--- src/rtl/scan_pkg.sv ---
// scan_pkg: shared constants and encodings for the channel scan sequencer.
//   N_CH / SEL_W  : channel count and select width (fixed 8 / 3)
//   state_e       : sequencer FSM states
//   MODE_* / DIR_*: encodings of the mode and dir inputs
package scan_pkg;
  localparam int N_CH  = 8;
  localparam int SEL_W = 3;

  typedef enum logic {IDLE, RUN} state_e;

  localparam logic MODE_CONT   = 1'b0;
  localparam logic MODE_SINGLE = 1'b1;
  localparam logic DIR_UP      = 1'b0;
  localparam logic DIR_DOWN    = 1'b1;
endpackage

--- src/rtl/scan_next_ch.sv ---
// scan_next_ch: combinational search for the next enabled channel after cur.
//   cur  : current channel
//   mask : enabled-channel mask
//   dir  : DIR_UP searches cur+1, cur+2, ...; DIR_DOWN searches cur-1, cur-2, ...
//   nxt  : first enabled channel found (wraps around; may equal cur)
//   wrap : search crossed 7->0 (up) or 0->7 (down)
//   none : mask is empty; nxt/wrap are meaningless
module scan_next_ch
  import scan_pkg::*;
(
  input  logic [SEL_W-1:0] cur,
  input  logic [N_CH-1:0]  mask,
  input  logic             dir,
  output logic [SEL_W-1:0] nxt,
  output logic             wrap,
  output logic             none
);

  logic [N_CH-1:0]  rot;
  logic [SEL_W-1:0] off;

  always_comb begin
    // Rotate the mask so bit i is the channel i+1 steps away from cur.
    rot = '0;
    for (int i = 0; i < N_CH; i++) begin
      if (dir == DIR_DOWN) rot[i] = mask[cur - SEL_W'(i + 1)];
      else                 rot[i] = mask[cur + SEL_W'(i + 1)];
    end
    // Lowest set bit of the rotated mask = distance-1 to the next channel.
    off = '0;
    for (int i = N_CH - 1; i >= 0; i--) begin
      if (rot[i]) off = SEL_W'(i);
    end
    none = (mask == '0);
    // Modular arithmetic: a wrap shows up as the result not moving past cur.
    if (dir == DIR_DOWN) begin
      nxt  = cur - off - SEL_W'(1);
      wrap = (nxt >= cur);
    end else begin
      nxt  = cur + off + SEL_W'(1);
      wrap = (nxt <= cur);
    end
  end

endmodule

--- src/rtl/scan_sequencer.sv ---
// scan_sequencer: steps a 3-bit decoder select through the enabled channels
// of en_mask, holding each for max(dwell,1) cycles, continuous or single sweep.
//   clk, rst   : clock, synchronous active-high reset
//   start/stop : single-cycle scan request / abort
//   mode, dir  : continuous/single sweep, ascending/descending (sampled at advance)
//   en_mask    : enabled channels; dwell: hold time per channel (0 acts as 1)
//   sel, sel_valid, step_pulse, sweep_done, busy : registered scan outputs
module scan_sequencer
  import scan_pkg::*;
#(
  parameter int DWELL_W = 16
) (
  input  logic               clk,
  input  logic               rst,
  input  logic               start,
  input  logic               stop,
  input  logic               mode,
  input  logic               dir,
  input  logic [N_CH-1:0]    en_mask,
  input  logic [DWELL_W-1:0] dwell,
  output logic [SEL_W-1:0]   sel,
  output logic               sel_valid,
  output logic               step_pulse,
  output logic               sweep_done,
  output logic               busy
);

  state_e             state, state_n;
  logic [DWELL_W-1:0] cnt, cnt_n, dwell_ld;
  logic [SEL_W-1:0]   sel_n, adv_nxt, first_ch, first_cur;
  logic               valid_n, step_n, done_n;
  logic               adv_wrap, adv_none, first_none, first_wrap_unused;

  // Counter holds "cycles left after this one"; dwell of 0 behaves as 1.
  assign dwell_ld = (dwell == '0) ? '0 : dwell - DWELL_W'(1);

  // Searching from the far end finds the lowest (up) / highest (down) channel.
  assign first_cur = (dir == DIR_DOWN) ? '0 : '1;

  scan_next_ch u_adv (
    .cur(sel), .mask(en_mask), .dir(dir),
    .nxt(adv_nxt), .wrap(adv_wrap), .none(adv_none)
  );

  scan_next_ch u_first (
    .cur(first_cur), .mask(en_mask), .dir(dir),
    .nxt(first_ch), .wrap(first_wrap_unused), .none(first_none)
  );

  always_comb begin
    state_n = state;
    sel_n   = sel;
    valid_n = sel_valid;
    step_n  = 1'b0;
    done_n  = 1'b0;
    cnt_n   = cnt;
    unique case (state)
      IDLE: begin
        valid_n = 1'b0;
        if (start && !stop && !first_none) begin
          state_n = RUN;
          sel_n   = first_ch;
          valid_n = 1'b1;
          step_n  = 1'b1;
          cnt_n   = dwell_ld;
        end
      end
      RUN: begin
        if (stop) begin
          state_n = IDLE;
          valid_n = 1'b0;
        end else if (cnt == '0) begin
          if (adv_none) begin
            state_n = IDLE;
            valid_n = 1'b0;
          end else if (mode == MODE_SINGLE && adv_wrap) begin
            state_n = IDLE;
            valid_n = 1'b0;
            done_n  = 1'b1;
          end else begin
            sel_n  = adv_nxt;
            step_n = 1'b1;
            cnt_n  = dwell_ld;
          end
        end else begin
          cnt_n = cnt - DWELL_W'(1);
        end
      end
      default: state_n = IDLE;
    endcase
  end

  always_ff @(posedge clk) begin
    if (rst) begin
      state      <= IDLE;
      sel        <= '0;
      sel_valid  <= 1'b0;
      step_pulse <= 1'b0;
      sweep_done <= 1'b0;
      cnt        <= '0;
    end else begin
      state      <= state_n;
      sel        <= sel_n;
      sel_valid  <= valid_n;
      step_pulse <= step_n;
      sweep_done <= done_n;
      cnt        <= cnt_n;
    end
  end

  assign busy = (state == RUN);

endmodule
--- config.mk ---
export PLATFORM = sky130hd
export DESIGN_NAME = scan_sequencer
export DESIGN_NICKNAME = d
export VERILOG_FILES = /design/src/rtl/scan_pkg.sv /design/src/rtl/scan_next_ch.sv /design/src/rtl/scan_sequencer.sv
export SDC_FILE = /design/constraint.sdc
export NUM_CORES = 1
export LEC_CHECK = 0
export CAP_MARGIN = 20
export CORE_MARGIN = 10
export CORE_UTILIZATION = 55
export DETAILED_ROUTE_END_ITERATION = 12
export PLACE_DENSITY = 0.8
export REMOVE_ABC_BUFFERS = 1
export SLEW_MARGIN = 20
export SYNTH_ARGS = -nofsm -noshare
export SYNTH_HDL_FRONTEND = slang
export SYNTH_SLANG_ARGS = --single-unit
--- constraint.sdc ---
create_clock -name clk -period 7 [get_ports clk]
set_clock_uncertainty 0.15 [all_clocks]
set_input_delay 1.75 -clock clk [delete_from_list [all_inputs] [get_ports clk]]
set_output_delay 1.75 -clock clk [all_outputs]
set_load 0.1 [all_outputs]
== Word-level counts from Yosys, hierarchy flattened ==
Index checks and enable logic that the tools add are counted.

* Register bits after elaboration: 23
* Bits of input ports: 30
* Output and inout port bits: 7
* Logic and storage cells: 221

* $add $sub $neg: 38
* $lt $le $gt $ge: 32
* Equal/unequal tests: 9
* Mux-type cells: 122
* Bitwise gates (word level): 2
* Reduce and logical (&&, ||, !) cells: 12

{| class="wikitable"
|+ Operators with widths
! kind !! number
|-
| < comparator 3 x 4 -> 1 bit, second input constant || 30
|-
| 2-to-1 mux 16 bit || 6
|-
| binary-select mux 1 bit (select 3 bit) || 30
|-
| 2-to-1 mux 3 bit || 24
|-
| 2-to-1 mux 1 bit || 57
|-
| zero test 16 bit || 2
|-
| one-hot mux 16 bit (2 select lines) || 1
|-
| subtractor 16 x 1 -> 16 bit, second input constant || 2
|-
| adder 3 bit, second input constant || 8
|-
| subtractor 3 bit, second input constant || 8
|-
| adder 3 x 1 -> 3 bit, second input constant || 4
|-
| adder 3 x 2 -> 3 bit, second input constant || 4
|-
| subtractor 3 x 1 -> 3 bit, second input constant || 4
|-
| subtractor 3 x 2 -> 3 bit, second input constant || 4
|-
| zero test 8 bit || 1
|-
| inequality test 2 bit, second input constant || 4
|-
| adder 3 bit || 2
|-
| inequality test 3 bit, second input constant || 2
|-
| one-hot mux 1 bit (2 select lines) || 3
|-
| one-hot mux 3 bit (2 select lines) || 1
|-
| subtractor 3 bit || 2
|-
| AND reduction 5 bit || 1
|-
| OR reduction 5 bit || 1
|-
| inequality test 4 x 2 -> 1 bit, second input constant || 1
|-
| 9 further kinds || 13
|}

== Depth between registers and ports, before layout ==
Gate-level depths: netlist (run 1).

* Word-level depth: 21
* Depth in mapped cells: 22
* Mapped depth without buffers: 20

== Modules after synthesis ==
From an unflattened synthesis (run 1), not the netlist that was laid out.

* Cells, all modules: 403
* Area total of the unflattened synthesis: 3756.1 um2

{| class="wikitable"
|+ Modules (own cells, without submodules)
! module !! instances !! cells an instance !! area an instance (um2) !! sequential area each (um2)
|-
| scan_next_ch || 2 || 89 || 992.2 || 0.0
|-
| scan_sequencer || 1 || 225 || 1771.7 || 460.4
|}

== Worst setup path after synthesis (run 1) ==
Ideal clock, no wire load.

* Path kind: input port to flip-flop
* Start: input port dir
* End: register sel[2]
* Library setup time: 0.074 ns
* Data arrival time: 5.540 ns
* Required time: 6.776 ns
* Slack: 1.236 ns
* Cell stages on the path: 19
* Path buffers: 1
* Path through: clkbuf_1 xnor2_1 xnor2_1 mux2i_1 o21ai_0 and3_1 o21ai_0 ha_1 inv_1 fa_1 inv_1 ha_1 a21boi_0 o21a_1 o221a_2 o2bb2ai_4 nand2_4 or4_1 a31oi_1

* Cells in the longest elaborated chain, start to end: 17
* Elaborated cells between the ends (all ways): 96
* Classes of those cells: add/sub (22); order compare (2); eq/ne (1); mux (69); reduce/logical (2)

{| class="wikitable"
|+ RTL lines
! item !! line !! text
|-
| from (decl) || scan_sequencer.sv:18 || <nowiki>input logic dir,</nowiki>
|-
| 2-to-1 mux 3 bit || scan_sequencer.sv:38 || <nowiki>assign first_cur = (dir == DIR_DOWN) ? '0 : '1;</nowiki>
|-
| adder 3 bit / subtractor 3 bit (equally long branches) || scan_next_ch.sv:27, scan_next_ch.sv:26 ||
|-
| binary-select mux 1 bit (select 3 bit), on equally long branches || scan_next_ch.sv:27, scan_next_ch.sv:26 ||
|-
| 2-to-1 mux 1 bit, on equally long branches || scan_next_ch.sv:27, scan_next_ch.sv:26 ||
|-
| 2-to-1 mux 1 bit || scan_next_ch.sv:26 || <nowiki>if (dir == DIR_DOWN) rot[i] = mask[cur - SEL_W'(i + 1)];</nowiki>
|-
| 2-to-1 mux 3 bit (7 in series) || scan_next_ch.sv:32 || <nowiki>if (rot[i]) off = SEL_W'(i);</nowiki>
|-
| adder 3 bit / subtractor 3 bit (equally long branches) || scan_next_ch.sv:40, scan_next_ch.sv:37 ||
|-
| adder 3 x 1 -> 3 bit / subtractor 3 x 1 -> 3 bit (equally long branches) || scan_next_ch.sv:40, scan_next_ch.sv:37 ||
|-
| 2-to-1 mux 3 bit || scan_next_ch.sv:36 || <nowiki>if (dir == DIR_DOWN) begin</nowiki>
|-
| 2-to-1 mux 3 bit || scan_sequencer.sv:60 || <nowiki>if (start && !stop && !first_none) begin</nowiki>
|-
| one-hot mux 3 bit (2 select lines) || scan_sequencer.sv:57 || <nowiki>unique case (state)</nowiki>
|-
| to (signal assigned) || scan_sequencer.sv:103 || <nowiki>sel <= sel_n;</nowiki>
|-
| to (decl) || scan_sequencer.sv:21 || <nowiki>output logic [SEL_W-1:0] sel,</nowiki>
|}

Parallel ways exist; a longest one is shown, timed or not. The select of a mux whose other input is x is not followed.
A chain may end at the register's enable or synchronous reset.

== Worst setup path after layout (run 1) ==
* Start: input port en_mask[5]
* End: register sel[2]

* Cells in the longest elaborated chain, start to end: 18
* Elaborated cells between the ends (all ways): 117
* Classes of those cells: add/sub (8); order compare (2); eq/ne (3); mux (99); reduce/logical (5)

{| class="wikitable"
|+ RTL lines
! item !! line !! text
|-
| from (decl) || scan_sequencer.sv:19 || <nowiki>input logic [N_CH-1:0] en_mask,</nowiki>
|-
| parallel branches: the longest is 18 deep, another holds adder 3 bit || -- ||
|}

Parallel ways; which one is timed is not known. The select of a mux whose other input is x is not followed.

==> results of run 1 <==
## worst min-delay path, cell delays in order, from the launching register on
cell and delay (ns):
dfxtp_1 0.32, o21ai_0 0.07, a21oi_1 0.06
## routing by layer
layer | track usage | routed length (µm) | up-vias | share of wire
li1 | - | - | 1238 | -
met1 | 0.226 | 3110 | 1150 | 0.49
met2 | 0.249 | 2790 | 66 | 0.44
met3 | 0.0344 | 374 | 6 | 0.059
met4 | 0.0406 | 62 | 0 | 0.0098
met5 | 0 | 0 | - | 0
## synthesized netlist by cell type (3+ instances only)
library cell / n
a211oi_1: 5
nand3_1: 3
or4_1: 3
a31oi_1: 3
a21oi_1: 33
xnor2_1: 17
nand2_1: 31
inv_1: 20
o22ai_1: 10
o21ai_0: 19
ha_1: 15
mux2_2: 5
xor2_1: 9
nor4_1: 7
nor2_1: 39
dfxtp_1: 23
mux2i_1: 13
clkbuf_1: 13
nor3_1: 14
nand2b_1: 3
o31ai_1: 3
mux4_2: 6
## kinds of logic (layout without fill, tap and decap cells)
| group | after synthesis | in the layout | synth area share |
|---|---|---|---|
| AOI/OAI and AO/OA | 89 | 89 | 0.220 |
| xor gates and xnor gates | 26 | 26 | 0.0905 |
| adders and majority gates | 17 | 17 | 0.0905 |
| buffers and inverters | 38 | 63 | 0.0606 |
| DFF | 23 | 23 | 0.183 |
| muxes | 25 | 25 | 0.132 |
| and+or+nand+nor | 114 | 114 | 0.224 |
## power by group through the flow
stage / registers (mW) / logic (mW) / clock network (mW)
5_1_grt: 0.155 / 0.305 / 0.0943
3_3_place_gp: 0.156 / 0.265 / 0
6_report: 0.153 / 0.275 / 0.0859
4_1_cts: 0.153 / 0.273 / 0.0876
3_5_place_dp: 0.156 / 0.271 / 0
2_1_floorplan: 0.168 / 0.184 / 0
## cell type report
type | count | area, µm²
multi-input cells | 271 | 1900
flip-flops and latches | 23 | 460
repair buffers | 39 | 383
fillers | 379 | 1450
clock inverters | 1 | 5.00
inverters | 20 | 75.1
well taps | 52 | 65.1
clock buffers | 3 | 41.3
## flip-flops by register name, indices dropped and copies added (netlist names)
signal	count
sel	3
sweep_done	1
cnt	16
sel_valid	1
step_pulse	1
busy	1
## stage by stage
step | util | hold WS (ns) | area, µm² | setup WS [ns] | std cells
finish | 0.669 | 0.341 | 2930 | 0.790 | 409
global route | 0.669 | 0.358 | 2930 | 0.464 | 409
CTS | 0.669 | 0.343 | 2930 | 0.808 | 409
detailed placement | 0.659 | 0.334 | 2890 | 0.506 | 405
global placement | 0.659 | 0.323 | 2890 | 0.714 | 405
floorplan | - | 0.305 | 2440 | 0.687 | 314
## final timing paths
check,start,endpoint,slack [ns]
setup / recovery,en_mask[5],sel[2],0.79
hold / removal,cnt[8],cnt[8],0.34
setup reg to reg,sel[1],sel[2],1.35
hold reg to reg,cnt[8],cnt[8],0.34
==> impl_metrics.csv, run 1 <==
group,metric,value,unit
timing,fmax,161,MHz
cts,cts_sinks,23,
routing,ant_nets,0,
synth,synthFlopType,"dfxtp_1",
routing,wire_per_inst,15.5,µm
floorplanning,num_rows,24,
critical_path,cpLargestDelayFamily,"compound AO/OA/AOI/OAI gates",
global_routing,grt_max_degree,24,
min_path,min_path_cells,2,
synth,synth_warnings,0,
pwr,power.density,175,nW/µm²
synth,synth-edff-count,0,
pwr,power.internal,301,µW
routing,wl,6330,µm
global_routing,grt-ovfl-total,0,
floorplanning,start_util,0.574,
pwr,p_total,514,µW
global_routing,grt_usage,0.163,
synth,netlist_area,2520,µm²
floorplanning,io_pins,37,
pwr,p_comb_frac,0.535,
floorplanning,coreArea,4380,µm²
synth,yosysSeqAreaShare,0.183,
pwr,ir_drop,0.101,mV
pwr,power.share.clock,0.167,
cts,clkTransAtPathRegs,0.09,ns
cts,cts_buffers,3,
critical_path,arrival,6.25,ns
synth,yosys_register_bits,23,
synth,synthTopCellsByArea,"dfxtp_1 18%, ha_1 7.5%, a21oi_1 6.6%",
synth,synth.avg_cell_area,7.58,µm²
pwr,p_leak,1.11,nW
cells_and_area,antenna_cells,0,
cells_and_area,layout_commonest_cell,"nor2_1",
critical_path,end_kind,"flop",
critical_path,cp.required,7.04,ns
pwr,netSwitchingFraction,0.414,
global_routing,grt_pass1_vias,2245,
critical_path,cp_num_buf_inv,3,
pwr,power_switching,213,µW
cts,cts.hold.buffers_added,0,
place,routabilityCongestion,0.824,
pwr,power_frac_seq,0.298,
timing,setup_viol,0,
cts,post-cts-setup-buffers,0,
cts,cts_tree,"done",
timing,fin_crit,6.21,ns
timing,slew_headroom,0.340,
critical_path,reg2reg_depth,20,
place,port_buffers,36,
routing,drc,0,
routing,viasPerCell,6.01,
synth,yosysTopAreaCellShare,0.183,
cts,clockBufferDepth,2,
synth,async_reset_ff_frac,0,
synth,synth_largest_area_cell,"dfxtp_1",
floorplanning,die_w,87.7,µm
routing,first_pass_iters,4,
cts,h-tree-depth,1,
critical_path,crit_chain,"clkdlybuf4s50_1, mux4_2, mux2i_1, o21ai_0, and3_1, o21ai_0, ha_1, inv_1, fa_1, inv_1, ha_1, a21boi_0, o21a_1, o221a_2, o2bb2ai_4, nand2_4, or4_1, a31oi_1",
cts,clockRootBuffer,"clkbuf_8",
cts,clkLatencyLatePin,0.27,ns
timing,slew_viol_final,0,
cells_and_area,fin_nets,405,
global_routing,antenna_found_initial,0,
synth,yosysUniqueCellTypes,52,
cts,ctsResizeCount,0,
floorplanning,die_h,87.7,µm
critical_path,critPathSlowestCell,"clkdlybuf4s50_1",
outcome,status,"finished clean",
job,drv_cap,0,
timing,period_share,0.887,
critical_path,cpPeakStageDelay,0.55,ns
critical_path,crit_fanout,9,
floorplanning,die-area,7680,µm²
cells_and_area,drive_above_1_share,0.0756,
timing,tightestPinTransition,0.987,ns
synth,synth_cells,332,
min_path,hold_class,"flop to flop",
cells_and_area,area_delta_synth_final,16.6,%
critical_path,path_class,"primary input to flop",
routing,drt_iter0_markers,224,
place,place_hpwl,4800,µm
critical_path,cp.depth,18,
critical_path,start_kind,"primary input",
cells_and_area,final_cell_mix,"39 x nor2_1, 36 x clkdlybuf4s50_1, 33 x a21oi_1",
timing,finalHoldViolations,0,
timing,setup-tns-final,0,ns
routing,num_vias,2460,
timing,rsz0062_at_grt,"false",
global_routing,grt_pass1_wl,10500,µm
Power figures use the tool's default switching activity.
==> run 2, diff against run 1 <==
Settings changed: HOLD_SLACK_MARGIN set to 0.12.
==> results of run 2 <==
Same layout as run 1: the final DEF is identical, and so are final timing and power.
==> run 3, diff against run 2 <==
Settings changed: PLACE_DENSITY 0.8 to 0.87.
==> impl_metrics.csv, run 3 (synthesis gave the netlist of run 1 again) <==
group,metric,value,unit
routing,drc,0,
min_path,hold_class,"flop to flop",
cts,cts_sinks,23,
global_routing,grt-ovfl-total,0,
timing,finalHoldViolations,0,
cts,ctsResizeCount,0,
critical_path,cpPeakStageDelay,0.55,ns
floorplanning,num_rows,24,
critical_path,start_kind,"primary input",
routing,ant_nets,0,
critical_path,cp_num_buf_inv,3,
critical_path,cpLargestDelayFamily,"compound AO/OA/AOI/OAI gates",
critical_path,arrival,6.34,ns
cts,h-tree-depth,1,
cts,cts_buffers,3,
routing,wl,6370,µm
cells_and_area,largestRegisters,"cnt (16), sel (3)",
routing,viasPerCell,6.10,
critical_path,crit_chain,"clkdlybuf4s50_1, mux4_2, mux2i_1, mux2i_1, o21ai_0, and3_1, o21ai_0, ha_1, inv_1, fa_1, inv_1, ha_1, a21boi_0, o21a_1, o221a_2, nor2_1, o21a_1, o21ai_0, a21oi_1",
timing,period_share,0.900,
cells_and_area,regMostFlops,"cnt",
cts,post-cts-setup-buffers,0,
cells_and_area,drive_above_1_share,0.0756,
cts,cts_tree,"done",
cts,clkTransAtPathRegs,0.08,ns
timing,fin_ws,0.702,ns
cells_and_area,antenna_cells,0,
timing,fin_crit,6.30,ns
cts,cts.hold.buffers_added,0,
floorplanning,die-area,7680,µm²
pwr,ir_drop,0.0886,mV
timing,tightestPinTransition,0.974,ns
cts,clkLatencyLatePin,0.27,ns
critical_path,end_kind,"flop",
timing,rsz0062_at_grt,"false",
timing,setup-tns-final,0,ns
cells_and_area,largest_reg_flops,16,
cells_and_area,layout_commonest_cell,"nor2_1",
floorplanning,start_util,0.574,
floorplanning,io_pins,37,
global_routing,grt_pass1_vias,2354,
place,port_buffers,36,
cells_and_area,fin_nets,405,
timing,setup_viol,0,
place,dpl_worst_slack,0.521,ns
routing,wire_per_inst,15.6,µm
outcome,status,"finished clean",
job,drv_cap,0,
timing,fmax,159,MHz
place,place_hpwl,4930,µm
cells_and_area,final_util,0.669,
global_routing,grt_usage,0.160,
critical_path,path_class,"primary input to flop",
cells_and_area,final_cell_mix,"39 x nor2_1, 36 x clkdlybuf4s50_1, 33 x a21oi_1",
cells_and_area,area_delta_synth_final,16.6,%
routing,drt_iter0_markers,172,
timing,slew_viol_final,0,
floorplanning,die_h,87.7,µm
pwr,power.density,175,nW/µm²
pwr,p_leak,1.11,nW
global_routing,grt_max_degree,24,
global_routing,grt_pass1_wl,10500,µm
critical_path,critPathSlowestCell,"mux4_2",
cts,clockRootBuffer,"clkbuf_8",
critical_path,crit_fanout,14,
global_routing,antenna_found_initial,0,
routing,num_vias,2495,
critical_path,cpMostUsedCell,"o21ai_0",
floorplanning,die_w,87.7,µm
floorplanning,coreArea,4380,µm²
cts,clockBufferDepth,2,
routing,first_pass_iters,4,
pwr,p_total,513,µW
timing,slew_headroom,0.349,
place,routabilityCongestion,0.890,
critical_path,cp.required,7.04,ns
## run 3: cell counts in the layout (fill, tap and decap cells not counted)
No cell type changed its count.
## run 3: power by group
group          leakage [nW]  internal (mW)  switching [mW]
registers             0.188          0.139          0.0141
clock network        0.0255         0.0398          0.0443
logic                 0.894          0.122           0.154
total                  1.11          0.301           0.212
## run 3: routing by layer
metal | GRT usage | vias up | wire (µm) | part of all wire
met3 | 0.0260 | 12 | 366 | 0.057
met4 | 0.0507 | 0 | 105 | 0.016
met1 | 0.211 | 1152 | 2870 | 0.45
met2 | 0.257 | 90 | 3030 | 0.48
li1 | - | 1241 | - | -
met5 | 0 | - | 0 | 0
## run 3: final timing paths
path,startpoint,to,slack (ns),cells past startpoint
max,en_mask[2],cnt[10],0.70,19
min reg2reg,cnt[15],cnt[15],0.35,2
max reg2reg,sel[1],cnt[10],1.24,20
min,cnt[15],cnt[15],0.35,2
## run 3: worst register-to-register path: stages (launching register included)
cell      delay, ns
dfxtp_1        0.69
inv_1          0.31
ha_1           0.48
mux4_2         0.55
mux2i_1        0.23
mux2i_1        0.14
o21ai_0        0.15
and3_1         0.16
o21ai_0        0.12
ha_1           0.22
inv_1          0.09
fa_1           0.44
inv_1          0.08
ha_1           0.21
a21boi_0       0.13
o21a_1         0.18
o221a_2        0.32
nor2_1         0.13
o21a_1         0.47
o21ai_0        0.25
a21oi_1        0.18
## run 3: cell type report
cell class              count  area, µm²
fillers                   369       1450
inverters                  20       75.1
well taps                  52       65.1
multi-input cells         271       1900
flip-flops and latches     23        460
clock buffers               3       41.3
repair buffers             39        383
clock inverters             1       5.00
## run 3: stage by stage
stage | area, µm² | hold WS [ns] | cells
after detailed placement | 2890 | 0.338 | 405
final | 2930 | 0.353 | 409
after floorplan | 2440 | 0.305 | 314
after global placement | 2890 | 0.328 | 405
after CTS | 2930 | 0.351 | 409
after global routing | 2930 | 0.388 | 409
==> RTL change, RTL diff (flow settings as in run 1) <==
Make the reset (`rst`) asynchronous in one clocked block. Comments in the files are not updated.
--- a/src/rtl/scan_sequencer.sv
+++ b/src/rtl/scan_sequencer.sv
@@ -90,7 +90,7 @@
     endcase
   end
 
-  always_ff @(posedge clk) begin
+  always_ff @(posedge clk or posedge rst) begin
     if (rst) begin
       state      <= IDLE;
       sel        <= '0;
Behaviour: differs if rst is asserted again (counterexample within 4 cycles, from zero or initial values and one cycle with rst high); with rst held inactive, the same outputs for 10 cycles.
==> RTL change against run 1 <==
Sequential cell count stayed put. Wire length is 15% higher. Non-clock buffer count increased by 1. Synthesized area grew 11%. Design area increased by 9.4%. Worst setup slack lost 0.13 ns. Critical endpoint is now cnt[8]$_DFFE_PP0P_. Largest cell class unchanged.
Power is not compared: it rests on default switching activity, and its combinational part moved more than twofold at a synthesized area within 25%.
==> RTL change: results (changes against run 1) <==
----------------------------------------------------
[Global routing]
  Wire length of the first global-routing pass ... 12.1 mm (+14%)
  Total GRT Usage ... 16.9% (+0.62 points)
  Maximum number of pins on one net before global-route repair ... 27 (+13%)
  Vias in the first global route ... 2,704 (+20%)

[Worst setup path]
  Launching point of the worst reg2reg path ... sel[1]$_DFFE_PP0P_
  Worst reg-to-reg path cell count ... 19 (-5.0%)
  Peak per-stage delay on the critical path ... 0.58 ns (+0.03 ns)
  Critical path launch point ... en_mask[4]
  Critical-path maximum fanout ... 26 (+17)
  Data arrival at the endpoint of the critical path ... 6.34 ns (+0.09 ns)
  Reg-to-reg slack, setup ... 1.21 ns (-0.14 ns)
  FF-to-FF End ... cnt[8]$_DFFE_PP0P_

[Hold path]
  Hold_sp ... cnt[7]$_DFFE_PP0P_
  Hold worst-path end ... cnt[7]$_DFFE_PP0P_

[Detailed routing]
  DR iter-0 viols ... 144 (-36%)
  Vias/cell ... 6.12 (+1.7%)
  Routed WL per cell ... 16.3 µm (+5.5%)
  Pre-antenna DRT Iters ... 7 (+3)

[Logic synthesis]
  Count of yosys warnings during synthesis ... 0 (unchanged)
  Asr flop ratio synth ... 100% (+100 points)
  Most used standard cells in the synthesized netlist ... sky130_fd_sc_hd__nand2_1, sky130_fd_sc_hd__a21oi_1, sky130_fd_sc_hd__nor2_1
  Largest cells by area after synthesis ... sky130_fd_sc_hd__dfrtp_1, sky130_fd_sc_hd__mux4_2, sky130_fd_sc_hd__ha_1
  Number of distinct library cells after synthesis ... 56 (+7.7%)
  Synth Flop Type ... sky130_fd_sc_hd__dfrtp_1
  Proportion of synthesized chip area in sequential cells ... 20.6% (+2.3 points)
  Gate count after technology mapping ... 354 (+6.6%)

[Pwr]
  Power in sequential cells ... 0.282 mW
  Power after layout ... 1.66 mW

[Place]
  Pre-CTS setup slack ... 0.393 ns (-0.113 ns)
  Placed cell areas ... 3160 µm² (+9.5%)
  GPL Wtd Cong ... 0.953 (+16%)

[STA]
  Final worst hold slack ... 0.359 ns (+0.0189 ns)
  Ratio of final minimum period to clock period ... 90.6% (+1.9 points)
  Actual slew at the worst max-slew pin ... 1.08 ns (+0.0936 ns)

[CTS]
  Clock latency reported for the late side of the worst-skew pair ... 0.27 ns (about the same)

[Finish]
  Number of nets in the final layout ... 425 (+4.9%)
  Fraction of layout cells with a size suffix above 1 ... 7.96% (+0.39 points)

[Run status]
  Status ... completed

----------------------------------------------------
[RTL change: cell types whose count changed after synthesis, moves of 4 or more]
cell / run 1 / this run
sky130_fd_sc_hd__dfxtp_1: 23 / 0
sky130_fd_sc_hd__o22ai_1: 10 / 6
sky130_fd_sc_hd__nor2_1: 39 / 29
sky130_fd_sc_hd__a22o_1: 0 / 6
sky130_fd_sc_hd__xnor2_1: 17 / 13
sky130_fd_sc_hd__dfrtp_1: 0 / 23
sky130_fd_sc_hd__nand2_1: 31 / 49
sky130_fd_sc_hd__o21ai_0: 19 / 28
[RTL change: kinds of logic (layout without fill, tap and decap cells)]
| family | count (synthesis) | count (layout) | share of synthesized area [%] |
|---|---|---|---|
| flops | 23 | 23 | 20.6 |
| fa+ha+maj | 17 | 17 | 8.15 |
| compound gates | 99 | 99 | 22.2 |
| mux | 28 | 28 | 14.2 |
| buf+inv | 42 | 65 | 6.63 |
| simple gates | 125 | 125 | 21.4 |
| xor+xnor | 20 | 20 | 6.77 |
[RTL change: cell type report]
cell class | count | area (µm²)
repair buffers | 40 | 390
clock inverters | 1 | 5.00
well taps | 67 | 83.8
clock buffers | 3 | 41.3
fillers | 450 | 1610
inverters | 21 | 81.3
flip-flops and latches | 23 | 576
multi-input cells | 289 | 2030
[RTL change: worst max-delay path: cells and delay by family]
kind / cells / cell delay (ns)
compound gates: 8 / 1.49
fa+ha+maj: 3 / 1.01
buf+inv: 3 / 0.76
mux: 1 / 0.55
simple gates: 3 / 0.77
[RTL change: per-layer routing]
metal / routed length (µm) / track usage (%) / up-vias / share of wire, %
li1: - / - / 1333 / -
met4: 204 / 7.83 / 0 / 2.8
met2: 3610 / 30.4 / 82 / 50
met5: 0 / 0 / - / 0
met1: 3130 / 19.4 / 1279 / 43
met3: 306 / 1.89 / 22 / 4.2
